--- config.mk ---
export PLATFORM = sky130hd
export DESIGN_NAME = fdiv_iter
export DESIGN_NICKNAME = d
export VERILOG_FILES = /design/src/rtl/fp_pkg.sv /design/src/rtl/fp_mant_div_step.sv /design/src/rtl/fdiv_iter.sv
export SDC_FILE = /design/constraint.sdc
export NUM_CORES = 1
export LEC_CHECK = 0
export CORE_AREA = 4 4 102 152
export CTS_BUF_LIST = sky130_fd_sc_hd__clkbuf_16
export DETAILED_ROUTE_END_ITERATION = 10
export DIE_AREA = 0 0 106 156
export MAX_ROUTING_LAYER = met4
export PLACE_DENSITY_LB_ADDON = 0.2
export SLEW_MARGIN = 0
export SYNTH_ARGS = -nofsm -noshare
export SYNTH_HDL_FRONTEND = slang
export SYNTH_SLANG_ARGS = --single-unit
--- constraint.sdc ---
create_clock -name clk -period 4.5 [get_ports clk]
set_clock_uncertainty 0.15 [all_clocks]
set_input_delay 1.125 -clock clk [delete_from_list [all_inputs] [get_ports clk]]
set_output_delay 1.125 -clock clk [all_outputs]
set_load 0.05 [all_outputs]
--- src/rtl/fp_pkg.sv ---
// Shared definitions for the iterative floating-point divider: FSM states,
// flag bit positions and field helpers that work on a zero-extended word.
package fp_pkg;

   typedef enum logic [1:0] {IDLE, CALC, DONE} fdiv_state_e;

   localparam int FLAG_NV  = 3;
   localparam int FLAG_DZ  = 2;
   localparam int FLAG_OVF = 1;
   localparam int FLAG_UF  = 0;

   // Helpers take any format up to this width; callers zero-extend and truncate.
   localparam int FP_MAX_W = 64;
   typedef logic [FP_MAX_W-1:0] fp_word_t;

   function automatic fp_word_t exp_ones(input int exp_w);
      return (fp_word_t'(1) << exp_w) - fp_word_t'(1);
   endfunction

   function automatic fp_word_t exp_field(input fp_word_t word, input int exp_w, input int mant_w);
      return (word >> mant_w) & exp_ones(exp_w);
   endfunction

   // Denormals carry a zero exponent and are deliberately treated as zero.
   function automatic logic is_zero(input fp_word_t word, input int exp_w, input int mant_w);
      return exp_field(word, exp_w, mant_w) == '0;
   endfunction

   function automatic logic is_special(input fp_word_t word, input int exp_w, input int mant_w);
      return exp_field(word, exp_w, mant_w) == exp_ones(exp_w);
   endfunction

   function automatic fp_word_t qnan(input int exp_w, input int mant_w);
      return (exp_ones(exp_w) << mant_w) | (fp_word_t'(1) << (mant_w - 1));
   endfunction

   function automatic fp_word_t inf(input logic sign, input int exp_w, input int mant_w);
      return (fp_word_t'(sign) << (exp_w + mant_w)) | (exp_ones(exp_w) << mant_w);
   endfunction

   function automatic fp_word_t zero(input logic sign, input int exp_w, input int mant_w);
      return fp_word_t'(sign) << (exp_w + mant_w);
   endfunction

endpackage

--- src/rtl/fp_mant_div_step.sv ---
// One restoring-division step: compare the partial remainder against the
// divisor, subtract when it fits, and shift for the next quotient bit.
module fp_mant_div_step #(
   parameter int MANT_W = 23
) (
   input  logic [MANT_W+1:0] rem,
   input  logic [MANT_W:0]   divisor,
   output logic [MANT_W+1:0] rem_next,
   output logic              q_bit
);

   logic [MANT_W+1:0] diff;

   // The remainder stays below twice the divisor, so the shifted value never
   // needs an extra bit.
   always_comb begin
      diff     = rem - {1'b0, divisor};
      q_bit    = (rem >= {1'b0, divisor});
      rem_next = q_bit ? {diff[MANT_W:0], 1'b0} : {rem[MANT_W:0], 1'b0};
   end

endmodule

--- src/rtl/fdiv_iter.sv ---
// Iterative IEEE-754-style divider: special operands resolve at accept, normal
// operands run one restoring step per clock and pack a truncated quotient.
module fdiv_iter
   import fp_pkg::*;
#(
   parameter int EXP_W  = 8,
   parameter int MANT_W = 23,
   parameter int BIAS   = 2**(EXP_W-1)-1
) (
   input  logic                  clk,
   input  logic                  rst_n,
   input  logic                  in_valid,
   output logic                  in_ready,
   input  logic [EXP_W+MANT_W:0] in_a,
   input  logic [EXP_W+MANT_W:0] in_b,
   output logic                  out_valid,
   input  logic                  out_ready,
   output logic [EXP_W+MANT_W:0] out_result,
   output logic [3:0]            out_flags
);

   localparam int W  = 1 + EXP_W + MANT_W;
   localparam int RW = MANT_W + 2;
   localparam int EW = EXP_W + 2;
   localparam int CW = $clog2(MANT_W + 2);

   localparam logic [CW-1:0]        CNT_LAST = CW'(MANT_W + 1);
   localparam logic [CW-1:0]        CNT_ONE  = CW'(1);
   localparam logic signed [EW-1:0] E_MAX    = EW'((2**EXP_W) - 1);
   localparam logic signed [EW-1:0] E_ZERO   = '0;
   localparam logic signed [EW-1:0] E_ONE    = EW'(1);
   localparam logic signed [EW-1:0] E_BIAS   = EW'(BIAS);

   fdiv_state_e state_reg, state_next;

   logic              sign_reg;
   logic [EXP_W-1:0]  ea_reg, eb_reg;
   logic [MANT_W-1:0] fb_reg;
   logic [CW-1:0]     cnt_reg;
   logic [RW-1:0]     rem_reg;
   logic [MANT_W:0]   quot_reg;
   logic [W-1:0]      result_reg;
   logic [3:0]        flags_reg;

   logic accept;
   logic last;

   // ---------------- operand classification at accept ----------------
   fp_word_t     a_word, b_word;
   logic         a_zero, b_zero, a_spec, b_spec, sign_in, special;
   logic [W-1:0] special_result;
   logic [3:0]   special_flags;

   always_comb begin
      a_word         = fp_word_t'(in_a);
      b_word         = fp_word_t'(in_b);
      a_zero         = is_zero(a_word, EXP_W, MANT_W);
      b_zero         = is_zero(b_word, EXP_W, MANT_W);
      a_spec         = is_special(a_word, EXP_W, MANT_W);
      b_spec         = is_special(b_word, EXP_W, MANT_W);
      sign_in        = in_a[W-1] ^ in_b[W-1];
      special        = 1'b1;
      special_result = '0;
      special_flags  = '0;
      if (a_spec || b_spec || (a_zero && b_zero)) begin
         special_result          = W'(qnan(EXP_W, MANT_W));
         special_flags[FLAG_NV]  = 1'b1;
      end else if (b_zero) begin
         special_result          = W'(inf(sign_in, EXP_W, MANT_W));
         special_flags[FLAG_DZ]  = 1'b1;
      end else if (a_zero) begin
         special_result          = W'(zero(sign_in, EXP_W, MANT_W));
      end else begin
         special                 = 1'b0;
      end
   end

   // ---------------- mantissa iteration ----------------
   logic [RW-1:0] rem_next;
   logic          q_bit;

   fp_mant_div_step #(
      .MANT_W (MANT_W)
   ) u_step (
      .rem      (rem_reg),
      .divisor  ({1'b1, fb_reg}),
      .rem_next (rem_next),
      .q_bit    (q_bit)
   );

   // ---------------- normalise, range-check and pack ----------------
   logic [MANT_W+1:0]    quot_full;
   logic [MANT_W-1:0]    frac;
   logic signed [EW-1:0] e_base, e_norm;
   logic [W-1:0]         calc_result;
   logic [3:0]           calc_flags;

   always_comb begin
      quot_full   = {quot_reg, q_bit};
      e_base      = $signed({2'b00, ea_reg}) - $signed({2'b00, eb_reg}) + E_BIAS;
      frac        = quot_full[MANT_W:1];
      e_norm      = e_base;
      calc_flags  = '0;
      // Quotient is in (0.5, 2): a clear MSB means one left shift is needed.
      if (!quot_full[MANT_W+1]) begin
         frac   = quot_full[MANT_W-1:0];
         e_norm = e_base - E_ONE;
      end
      if (e_norm >= E_MAX) begin
         calc_result          = W'(inf(sign_reg, EXP_W, MANT_W));
         calc_flags[FLAG_OVF] = 1'b1;
      end else if (e_norm <= E_ZERO) begin
         calc_result          = W'(zero(sign_reg, EXP_W, MANT_W));
         calc_flags[FLAG_UF]  = 1'b1;
      end else begin
         calc_result          = {sign_reg, e_norm[EXP_W-1:0], frac};
      end
   end

   // ---------------- control FSM ----------------
   assign accept = in_valid && in_ready;
   assign last   = (state_reg == CALC) && (cnt_reg == CNT_LAST);

   always_ff @(posedge clk or negedge rst_n) begin
      if (!rst_n) begin
         state_reg <= IDLE;
      end else begin
         state_reg <= state_next;
      end
   end

   // in_ready is gated by rst_n so nothing is offered while reset is held.
   always_comb begin
      state_next = state_reg;
      in_ready   = 1'b0;
      out_valid  = 1'b0;
      case (state_reg)
         IDLE: begin
            in_ready = rst_n;
            if (in_valid && rst_n) begin
               state_next = special ? DONE : CALC;
            end
         end
         CALC: begin
            if (last) begin
               state_next = DONE;
            end
         end
         DONE: begin
            out_valid = 1'b1;
            if (out_ready) begin
               state_next = IDLE;
            end
         end
         default: state_next = IDLE;
      endcase
   end

   // ---------------- datapath registers ----------------
   always_ff @(posedge clk or negedge rst_n) begin
      if (!rst_n) begin
         sign_reg   <= 1'b0;
         ea_reg     <= '0;
         eb_reg     <= '0;
         fb_reg     <= '0;
         cnt_reg    <= '0;
         rem_reg    <= '0;
         quot_reg   <= '0;
         result_reg <= '0;
         flags_reg  <= '0;
      end else if (accept) begin
         sign_reg <= sign_in;
         ea_reg   <= in_a[W-2:MANT_W];
         eb_reg   <= in_b[W-2:MANT_W];
         fb_reg   <= in_b[MANT_W-1:0];
         rem_reg  <= {2'b01, in_a[MANT_W-1:0]};
         cnt_reg  <= '0;
         quot_reg <= '0;
         if (special) begin
            result_reg <= special_result;
            flags_reg  <= special_flags;
         end
      end else if (state_reg == CALC) begin
         rem_reg  <= rem_next;
         quot_reg <= {quot_reg[MANT_W-1:0], q_bit};
         cnt_reg  <= cnt_reg + CNT_ONE;
         if (last) begin
            result_reg <= calc_result;
            flags_reg  <= calc_flags;
         end
      end
   end

   assign out_result = result_reg;
   assign out_flags  = flags_reg;

endmodule

==> key figures <==
STA
  – Final TNS setup: 0 ns
  – Tightest Pin Transition: 0.7259 ns
  – RSZ-0062 raised after global routing: false
  – Final WS setup: between 0.3 and 0.4 ns
  – Worst slew margin: 51.61%
  – Fmax: 241.1 MHz
  – Crit share post-route: 92.16%
  – WHS: ~0.32 ns
  – Hold Fails Final Rpt: 0
  – Max-slew violations: 0
  – Post-route minimum period: 4.147 ns
  – Final setup violation count: 0

Place
  – DP HPWL: 13.12 mm
  – Gpl congestion: 0.8603
  – Port-buffer cells: 105
  – Worst slack, placed: 0.1609 ns

Clock tree
  – H-tree depth: 4
  – CTS Sinks: 132
  – CTS clock-pin slew for the worst setup and hold paths: 0.06 ns
  – Inserted Clock Buffers: 17
  – Clock latency reported for the late side of the worst-skew pair: 0.42 ns
  – Clock root buffer: clkbuf_16
  – Max Buffers Root-to-Sink: 2
  – CTS tree: built

Final layout
  – Most frequent cells in the layout: nand2_1, dfrtp_1, o21ai_0, clkdlybuf4s50_1, nor2_1
  – NumNets Final: 1092
  – Most common cell after layout, fill and taps aside: nand2_1
  – Antenna Cells: 0
  – Max reg flops: 32
  – Post-layout util: 68.62%
  – Layout cell share with drive strength beyond 1: 6.700%
  – Layout Area Growth over Synthesis: 24.03%

GRT
  – Initial antenna violation count: 0
  – Vias in the first global route: 6733
  – Overflow after GRT: 0
  – First-pass GRT wire length: 31.33 mm
  – GRT Resource Usage Total: a little under a quarter
  – Largest net degree at the start of global routing: 128

Detailed routing
  – Vias/cell: 5.582
  – Vias: 6654
  – Routed Antenna Nets: 0
  – WL per Instance: 15.44 um
  – DR iter-0 viols: 366
  – DRC: 0
  – Final WL: between 15 and 20 mm
  – Router iterations before antenna repair: 4

Floorplan
  – Full die area: 16540 um^2
  – Total core area: 14060 um^2
  – Die Y-Extent: between 150 and 200 um
  – Die width: approximately 110 um
  – Count of standard-cell rows: 53
  – Initial core utilization: approximately 55%
  – I/O pins: about 110

Synthesis
  – Synth Warn #: 0
  – Post-Syn Instances: 895
  – Mapped Area: 7777 um^2
  – Syn Nets: 1000
  – Post-synth ARST share: 100.0%
  – Mean Syn Cell Area: 8.690 um^2
  – EDFF count, synth: 0
  – Seq/Total Area, Yosys: 42.47%
  – Main synth FF type: dfrtp_1
  – Distinct cell type count after synthesis: 65
  – FF+latch count, synth: about 130

Run
  – # Max-Cap Violations: 0

Worst setup path
  – Worst setup SP type: flip-flop
  – Setup CP Type: reg2reg
  – Reg2reg path depth: 14
  – Critical Path Sink Type: flip-flop
  – Critical path fanouts, max: 23
  – Critical path required time: 4.69 ns
  – Worst Path Arrival: roughly 4.3 ns

Worst hold path
  – WHS Path Cells: 2
  – Hold WC Path Type: reg2reg

Run status
  – Result of the run: completed
==> critical path, stage by stage, from the launching register on <==
cell and delay, ns:
dfrtp_1 0.37, inv_1 0.07, ha_1 0.16, inv_1 0.05, fa_1 0.43, a211o_1 0.33
o21a_2 0.16, xor2_2 0.21, nor3_1 0.40, a2bb2oi_2 0.13, a2111oi_4 0.46, xnor2_1 0.13
o2111a_1 0.19, a2111o_2 0.56, o21ai_0 0.23
==> through the flow <==
stage                     cell area (um^2)  cells
after floorplan                       7777    895
after global placement                9039   1160
after detailed placement              9039   1160
after CTS                             9646   1192
after global routing                  9647   1192
final                                 9647   1192
==> what timing repair did <==
item,CTS,global route
gates resized for setup,0,1
hold endpoints to repair,0,0
hold buffers,0,0
setup endpoints to repair,0,23
buffers inserted,0,0
==> synth_stat cells, drive strengths merged, types with 2 or more instances <==
cell	instances	area [um^2]
a2111o	2	22.52
a211o	2	17.52
a211oi	9	67.56
a21o	8	60.06
a21oi	45	225.2
a22oi	19	142.6
a311oi	2	17.52
a31o	2	17.52
a31oi	5	31.28
and2	2	12.51
and3	4	25.02
and4	2	17.52
buf	8	33.78
clkbuf	37	138.9
dfrtp	132	3303
fa	2	40.04
ha	35	437.9
inv	45	168.9
mux2i	30	300.3
nand2	169	634.4
nand2b	8	50.05
nand3	13	70.07
nand4	8	50.05
nand4b	2	17.52
nor2	50	187.7
nor2b	11	68.82
nor3	17	85.08
nor3b	2	15.01
nor4	6	52.55
o211ai	4	30.03
o21a	5	38.79
o21ai	123	615.6
o21bai	5	37.54
o22ai	4	25.02
o31a	2	17.52
o31ai	6	45.04
or2	3	18.77
or3	3	18.77
xnor2	19	166.4
xor2	26	242.7
==> worst paths after layout <==
check                                  start            end  slack [ns]
worst min register to register  out_flags[1]   out_flags[1]        0.32
min in group asynchronous              rst_n       sign_reg        0.41
max in group asynchronous              rst_n     fb_reg[20]        2.06
worst max register to register     ea_reg[0]  out_result[0]        0.35
worst min-delay path            out_flags[1]   out_flags[1]        0.32
worst max-delay path               ea_reg[0]  out_result[0]        0.35
==> cells by family after synthesis <==
group / count (synthesis) / share of synthesized area [%]
flops: 132 / 42.47
simple gates: 303 / 17.34
xor+xnor: 46 / 5.550
mux: 31 / 4.006
buf+inv: 90 / 4.392
fa+ha+maj: 37 / 6.145
compound gates: 256 / 20.09
==> layer usage <==
| layer | part of all wire (%) | GRT usage (%) |
|---|---|---|
| met5 | 0 | - |
| met4 | 2.0 | 8.333 |
| met3 | 3.1 | 4.224 |
| met2 | 55 | 43.61 |
| met1 | 40 | 26.25 |
==> cell type report <==
class,instances,area [um^2]
clock buffer,17,425.4
clock inverter,15,181.4
timing repair buffer,118,1169
fill,1150,4412
sequential,132,3303
tap,192,240.2
multi-input combinational,673,4159
inverter,45,168.9
Power is left out: the tool's default activity adds up to more than one toggle a clock period on the data nets, which glitch-free logic cannot reach.
